===== config.mk =====
export PLATFORM = sky130hd
export DESIGN_NAME = mlp_seq_infer
export DESIGN_NICKNAME = d
export VERILOG_FILES = /design/src/rtl/mlp_seq_infer.sv
export SDC_FILE = /design/constraint.sdc
export NUM_CORES = 1
export LEC_CHECK = 0
export ABC_AREA = 1
export CAP_MARGIN = 20
export CORE_AREA = 2 2 129 157
export DETAILED_ROUTE_END_ITERATION = 12
export DIE_AREA = 0 0 131 159
export GPL_TIMING_DRIVEN = 0
export PLACE_DENSITY = 0.72
export SYNTH_ARGS = -nofsm -noshare
export SYNTH_HDL_FRONTEND = slang
export SYNTH_SLANG_ARGS = --single-unit

===== constraint.sdc =====
create_clock -name clk -period 15.15 [get_ports clk]
set_input_delay 3.03 -clock clk [delete_from_list [all_inputs] [get_ports clk]]
set_output_delay 3.03 -clock clk [all_outputs]
set_load 0.02 [all_outputs]

===== src/rtl/mlp_seq_infer.sv =====
// mlp_seq_infer: sequential two-layer perceptron inference engine.
// One shared signed MAC performs one multiply-accumulate per cycle.
// The hidden layer applies ReLU and clamps each activation to [0, MAX].
// The output layer is linear and saturates each result to the word range.
// Ports:
//   clk, reset_n                 : clock (rising edge); async active-low reset
//   weights_en/data/ready        : weight word stream, accepted only in IDLE
//   weights_loaded               : a complete weight set is resident
//   in_en/in_data/in_ready       : input vector, element k at [k*W +: W]
//   out_en/out_data              : one-cycle result strobe and result vector
module mlp_seq_infer #(
  parameter int WORD_BITS = 8,
  parameter int N_IN      = 2,
  parameter int N_HID     = 2,
  parameter int N_OUT     = 1,
  parameter int ACC_BITS  = 20
) (
  input  logic                       clk,
  input  logic                       reset_n,
  input  logic                       weights_en,
  input  logic [WORD_BITS-1:0]       weights_data,
  output logic                       weights_ready,
  output logic                       weights_loaded,
  input  logic                       in_en,
  input  logic [N_IN*WORD_BITS-1:0]  in_data,
  output logic                       in_ready,
  output logic                       out_en,
  output logic [N_OUT*WORD_BITS-1:0] out_data
);

  localparam int NW   = (N_IN + 1) * N_HID + (N_HID + 1) * N_OUT;
  localparam int PW   = (NW > 1) ? $clog2(NW) : 1;
  localparam int KMAX = (N_IN > N_HID) ? N_IN : N_HID;
  localparam int KW   = $clog2(KMAX + 1);
  localparam int JMAX = (N_HID > N_OUT) ? N_HID : N_OUT;
  localparam int JW   = $clog2(JMAX + 1);
  localparam int PEXT = ACC_BITS - 2 * WORD_BITS;

  localparam logic [1:0] S_IDLE = 2'd0;
  localparam logic [1:0] S_L1   = 2'd1;
  localparam logic [1:0] S_L2   = 2'd2;
  localparam logic [1:0] S_DONE = 2'd3;

  localparam logic signed [ACC_BITS-1:0] MAX_V = ACC_BITS'((2 ** (WORD_BITS - 1)) - 1);
  localparam logic signed [ACC_BITS-1:0] MIN_V = -ACC_BITS'(2 ** (WORD_BITS - 1));

  logic [1:0]                       state;
  logic [PW-1:0]                    ptr;
  logic [PW-1:0]                    maddr;
  logic [KW-1:0]                    k;
  logic [JW-1:0]                    j;
  logic signed [ACC_BITS-1:0]       acc;
  logic [N_IN*WORD_BITS-1:0]        x_reg;
  logic [N_HID*WORD_BITS-1:0]       h_reg;
  logic [N_OUT*WORD_BITS-1:0]       y_reg;
  logic [WORD_BITS-1:0]             wmem [NW];

  logic                             accept;
  logic                             wr;
  logic [KW-1:0]                    k_last;
  logic [JW-1:0]                    j_last;
  logic [KW-1:0]                    ksel;
  logic [WORD_BITS-1:0]             w_cur;
  logic [WORD_BITS-1:0]             opnd;
  logic signed [2*WORD_BITS-1:0]    a_ext;
  logic signed [2*WORD_BITS-1:0]    b_ext;
  logic signed [2*WORD_BITS-1:0]    prod;
  logic signed [ACC_BITS-1:0]       sum;
  logic [WORD_BITS-1:0]             relu_val;
  logic [WORD_BITS-1:0]             sat_val;

  assign weights_ready = (state == S_IDLE);
  assign in_ready      = (state == S_IDLE) && weights_loaded;
  assign accept        = in_en && in_ready;
  // An input vector wins over a simultaneous weight word; the word is dropped.
  assign wr            = weights_en && weights_ready && !accept;

  always_comb begin
    k_last = (state == S_L1) ? KW'(N_IN) : KW'(N_HID);
    j_last = (state == S_L1) ? JW'(N_HID - 1) : JW'(N_OUT - 1);
    ksel   = (k == '0) ? '0 : k - 1'b1;
    if (k == '0)
      opnd = WORD_BITS'(1);
    else if (state == S_L1)
      opnd = x_reg[ksel*WORD_BITS +: WORD_BITS];
    else
      opnd = h_reg[ksel*WORD_BITS +: WORD_BITS];
    w_cur = wmem[maddr];
    a_ext = {{WORD_BITS{w_cur[WORD_BITS-1]}}, w_cur};
    b_ext = {{WORD_BITS{opnd[WORD_BITS-1]}}, opnd};
    prod  = a_ext * b_ext;
    sum   = acc + {{PEXT{prod[2*WORD_BITS-1]}}, prod};
    if (sum < 0)
      relu_val = '0;
    else if (sum > MAX_V)
      relu_val = MAX_V[WORD_BITS-1:0];
    else
      relu_val = sum[WORD_BITS-1:0];
    if (sum < MIN_V)
      sat_val = MIN_V[WORD_BITS-1:0];
    else if (sum > MAX_V)
      sat_val = MAX_V[WORD_BITS-1:0];
    else
      sat_val = sum[WORD_BITS-1:0];
  end

  // Weight storage is deliberately not reset.
  always_ff @(posedge clk) begin
    if (wr)
      wmem[ptr] <= weights_data;
  end

  always_ff @(posedge clk or negedge reset_n) begin
    if (!reset_n) begin
      ptr            <= '0;
      weights_loaded <= 1'b0;
    end else if (wr) begin
      if (ptr == PW'(NW - 1)) begin
        ptr            <= '0;
        weights_loaded <= 1'b1;
      end else begin
        ptr <= ptr + 1'b1;
        if (ptr == '0)
          weights_loaded <= 1'b0;
      end
    end
  end

  // Weights are stored in exactly the order the MACs consume them, so the
  // read address is a plain counter over the whole inference.
  always_ff @(posedge clk or negedge reset_n) begin
    if (!reset_n) begin
      state    <= S_IDLE;
      maddr    <= '0;
      k        <= '0;
      j        <= '0;
      acc      <= '0;
      x_reg    <= '0;
      h_reg    <= '0;
      y_reg    <= '0;
      out_en   <= 1'b0;
      out_data <= '0;
    end else begin
      out_en <= 1'b0;
      case (state)
        S_IDLE: begin
          if (accept) begin
            x_reg <= in_data;
            maddr <= '0;
            k     <= '0;
            j     <= '0;
            acc   <= '0;
            state <= S_L1;
          end
        end
        S_L1, S_L2: begin
          maddr <= maddr + 1'b1;
          if (k == k_last) begin
            acc <= '0;
            k   <= '0;
            if (state == S_L1)
              h_reg[j*WORD_BITS +: WORD_BITS] <= relu_val;
            else
              y_reg[j*WORD_BITS +: WORD_BITS] <= sat_val;
            if (j == j_last) begin
              j     <= '0;
              state <= (state == S_L1) ? S_L2 : S_DONE;
            end else begin
              j <= j + 1'b1;
            end
          end else begin
            acc <= sum;
            k   <= k + 1'b1;
          end
        end
        default: begin
          out_data <= y_reg;
          out_en   <= 1'b1;
          state    <= S_IDLE;
        end
      endcase
    end
  end

endmodule


==> impl_metrics.toml <==
[status]
status = "finished, final reports clean"

[synth]
synth_common_cells = "nand2_1 (256), inv_1 (186), nor2_1 (107)"
syn_nets = 1316
netlist_top_cells_area = "edfxtp_1 (21%), dfrtp_1 (20%), fa_1 (11%), nand2_1 (9.2%), ha_1 (7.5%)"
synth_top_family_by_area = "simple AND/OR/NAND/NOR gates"
synth.most_common_cell = "nand2_1"
netlist.area_leader.share_pct = 20.7
netlist_area_um2 = 10500
synth-compound-area-share_pct = 8.62
avgSynthCellArea_um2 = 8.94
synth_mux_area_share_pct = 2.59
ys_ff_latch = 156
synth_xor_xnor_area_share_pct = 1.59
yosysSeqAreaShare_pct = 40.8
synthDistinctLibCells = 47
postSynthCellCount = 1169
synth-edff-count = 72
synth_warnings = 0
synth_fa_ha_area_share_pct = 18.3
synth_top_flop_cell = "dfrtp_1"
yosysTopAreaCell = "edfxtp_1"
synthArstFlopShare_pct = 53.8
synth-simple-area-share_pct = 20.3

[timing]
tns_ps = 0
period_needed_ps = 8330
rsz0062_at_grt = "false"
timing.fmax_mhz = 120
setup_violations = 0
relSlewSlack_pct = 38.3
slew_viol_final = 0
period_share_pct = 55.0
fin_skew_ps = 13.9
hold_viol = 0
worst_slew_pin_slew_ps = 922

[final_layout]
regMostFlops = "wmem"
areaGrowthSynthToFinish_pct = 13.6
finish.utilization_pct = 61.6
fillers = 1595
layout-drive-gt1-share_pct = 8.66
largest_reg_flops = 72
reg_top3 = "wmem: 72 flops, acc: 20 flops"
nNetsFinal = 1381
insertedDiodeCount = 0
final_cell_area_um2 = 11900

[die]
dieHeight_um = 159
die_area_um2 = 20800
fp.coreArea_um2 = 19300
dieWidth_um = 131
start_util_pct = 54.2
io_pins = 40
placementRows = 56

[worst_setup_path]
startpoint = "state[1]$_DFFE_PN0P_"
crit_path_frequent_cell = "nand2_1"
rrSetupSlack_ps = 6820
crit_slowest_cell = "fa_1"
r2r_start = "state[1]$_DFFE_PN0P_"
worstSetupStartpointType = "flop"
worst-setup-path-type = "reg -> reg"
arrival_ps = 8640
end_kind = "flop"
crit_required_ps = 15470
crit_fanout = 10
cpPeakStageDelay_ps = 550

[route]
drt-initial-drc-count = 502
drc = 0
wirelength_um = 25000
via_per_inst = 5.41
final_antenna_net_count = 0
vias = 8161
wl_per_cell_um = 16.6
firstDrtPassIters = 5

[global_route]
grt_util_all_layers_pct = 25.4
grt_antenna_before_repair = 0
busiest_layer = "met2"
grt_remaining_overflow = 0
met1_usage_pct = 31.5
grt_start_max_net_pins = 47
grt_pass1_vias = 8184
met3_usage_pct = 4.40
grt_pass1_wl_um = 40900
use_met2_pct = 44.0

[job]
maxCapViolCount = 0

[min_path]
hp-class = "reg -> reg"
hold_path.startpoint = "h_reg[7]$_DFFE_PN0P_"

[clock_network]
h-tree-depth = 4
cts_buffers = 17
clockBufferDepth = 2
clk_pin_slew_worst_paths_ps = 70
cts_tree = "built"
cts_setup_buffers = 0
cts-root-buf = "clkbuf_16"
ctsResizeCount = 0
hold_buffers = 0
insertion_delay_ps = 440
cts_sinks = 156

[placement]
hpwlAfterDp_um = 19100
routabilityCongestion = 0.941
postPlaceCellArea_um2 = 11200
portBuffers = 39
[final timing paths]
kind,to,depth (start not counted)
max,h_reg[4]$_DFFE_PN0P_,42
min,h_reg[7]$_DFFE_PN0P_,2
max reg2reg,h_reg[4]$_DFFE_PN0P_,42
min reg2reg,h_reg[7]$_DFFE_PN0P_,2
max in group asynchronous,k[0]$_DFFE_PN0P_,2
min in group asynchronous,acc[16]$_DFFE_PN0P_,1
[area by class of cell]
class                      count  area (um2)  share of cell area, %
multi-input combinational    801        5370                   45.2
sequential                   156        4260                   35.9
inverter                     189         709                   5.97
timing repair buffer          46         445                   3.75
clock buffer                  18         429                   3.61
tap                          261         327                   2.75
clock inverter                14         220                   1.85
buffer                        23         108                  0.906
[cells by family (layout without fill, tap and decap cells)]
kind of cell / count (synthesis) / count (layout)
simple gates: 490 / 490
buf+inv: 212 / 290
flops: 156 / 156
compound gates: 149 / 149
fa+ha+maj: 119 / 119
mux: 24 / 24
xor+xnor: 19 / 19
[layer usage]
metal / wire length, um / up-vias
li1: - / 3942
met4: 799 / 0
met2: 13000 / 266
met3: 1170 / 57
met1: 10100 / 3896
met5: 0 / -
[worst max-delay path: cells and delay by family, from the launching register on]
family,cells,cell delay [ps]
AOI/OAI and AO/OA,8,1290
adders and majority gates,7,3090
and+or+nand+nor,20,2360
DFF,1,420
buffers and inverters,6,760
xor gates and xnor gates,1,280
[through the flow]
stage	instances	hold slack (ps)	setup slack, ps
after floorplan	1169	437	8180
after global placement	1469	451	6950
after detailed placement	1476	458	6850
after CTS	1508	475	6810
after global routing	1508	504	6280
final	1508	476	6820
[placed cells by master (no fill, tap or decap), types with 3 or more instances in the layout]
| cell type | count |
|---|---|
| clkdlybuf4s50_1 | 38 |
| ha_1 | 63 |
| inv_1 | 186 |
| xor2_1 | 7 |
| edfxtp_1 | 72 |
| inv_8 | 5 |
| buf_4 | 4 |
| buf_2 | 14 |
| xnor2_1 | 12 |
| mux2_2 | 24 |
| o22ai_1 | 5 |
| o211ai_1 | 3 |
| fa_1 | 56 |
| a22o_1 | 3 |
| bufinv_16 | 4 |
| clkbuf_1 | 12 |
| nand3_1 | 63 |
| dfrtp_1 | 84 |
| nor3_1 | 13 |
| clkbuf_16 | 17 |
| o21ai_1 | 6 |
| o31ai_1 | 7 |
| nor2_1 | 107 |
| inv_6 | 3 |
| a21oi_1 | 57 |
| nand3_2 | 3 |
| a221oi_1 | 14 |
| nand4_1 | 16 |
| o21bai_1 | 3 |
| nand2_2 | 16 |
| a22oi_1 | 7 |
| nand2_1 | 256 |
| o21ai_0 | 37 |
| nand3b_1 | 3 |
Power is left out: the tool's default activity adds up to more than one toggle a clock period on the data nets, which glitch-free logic cannot reach.
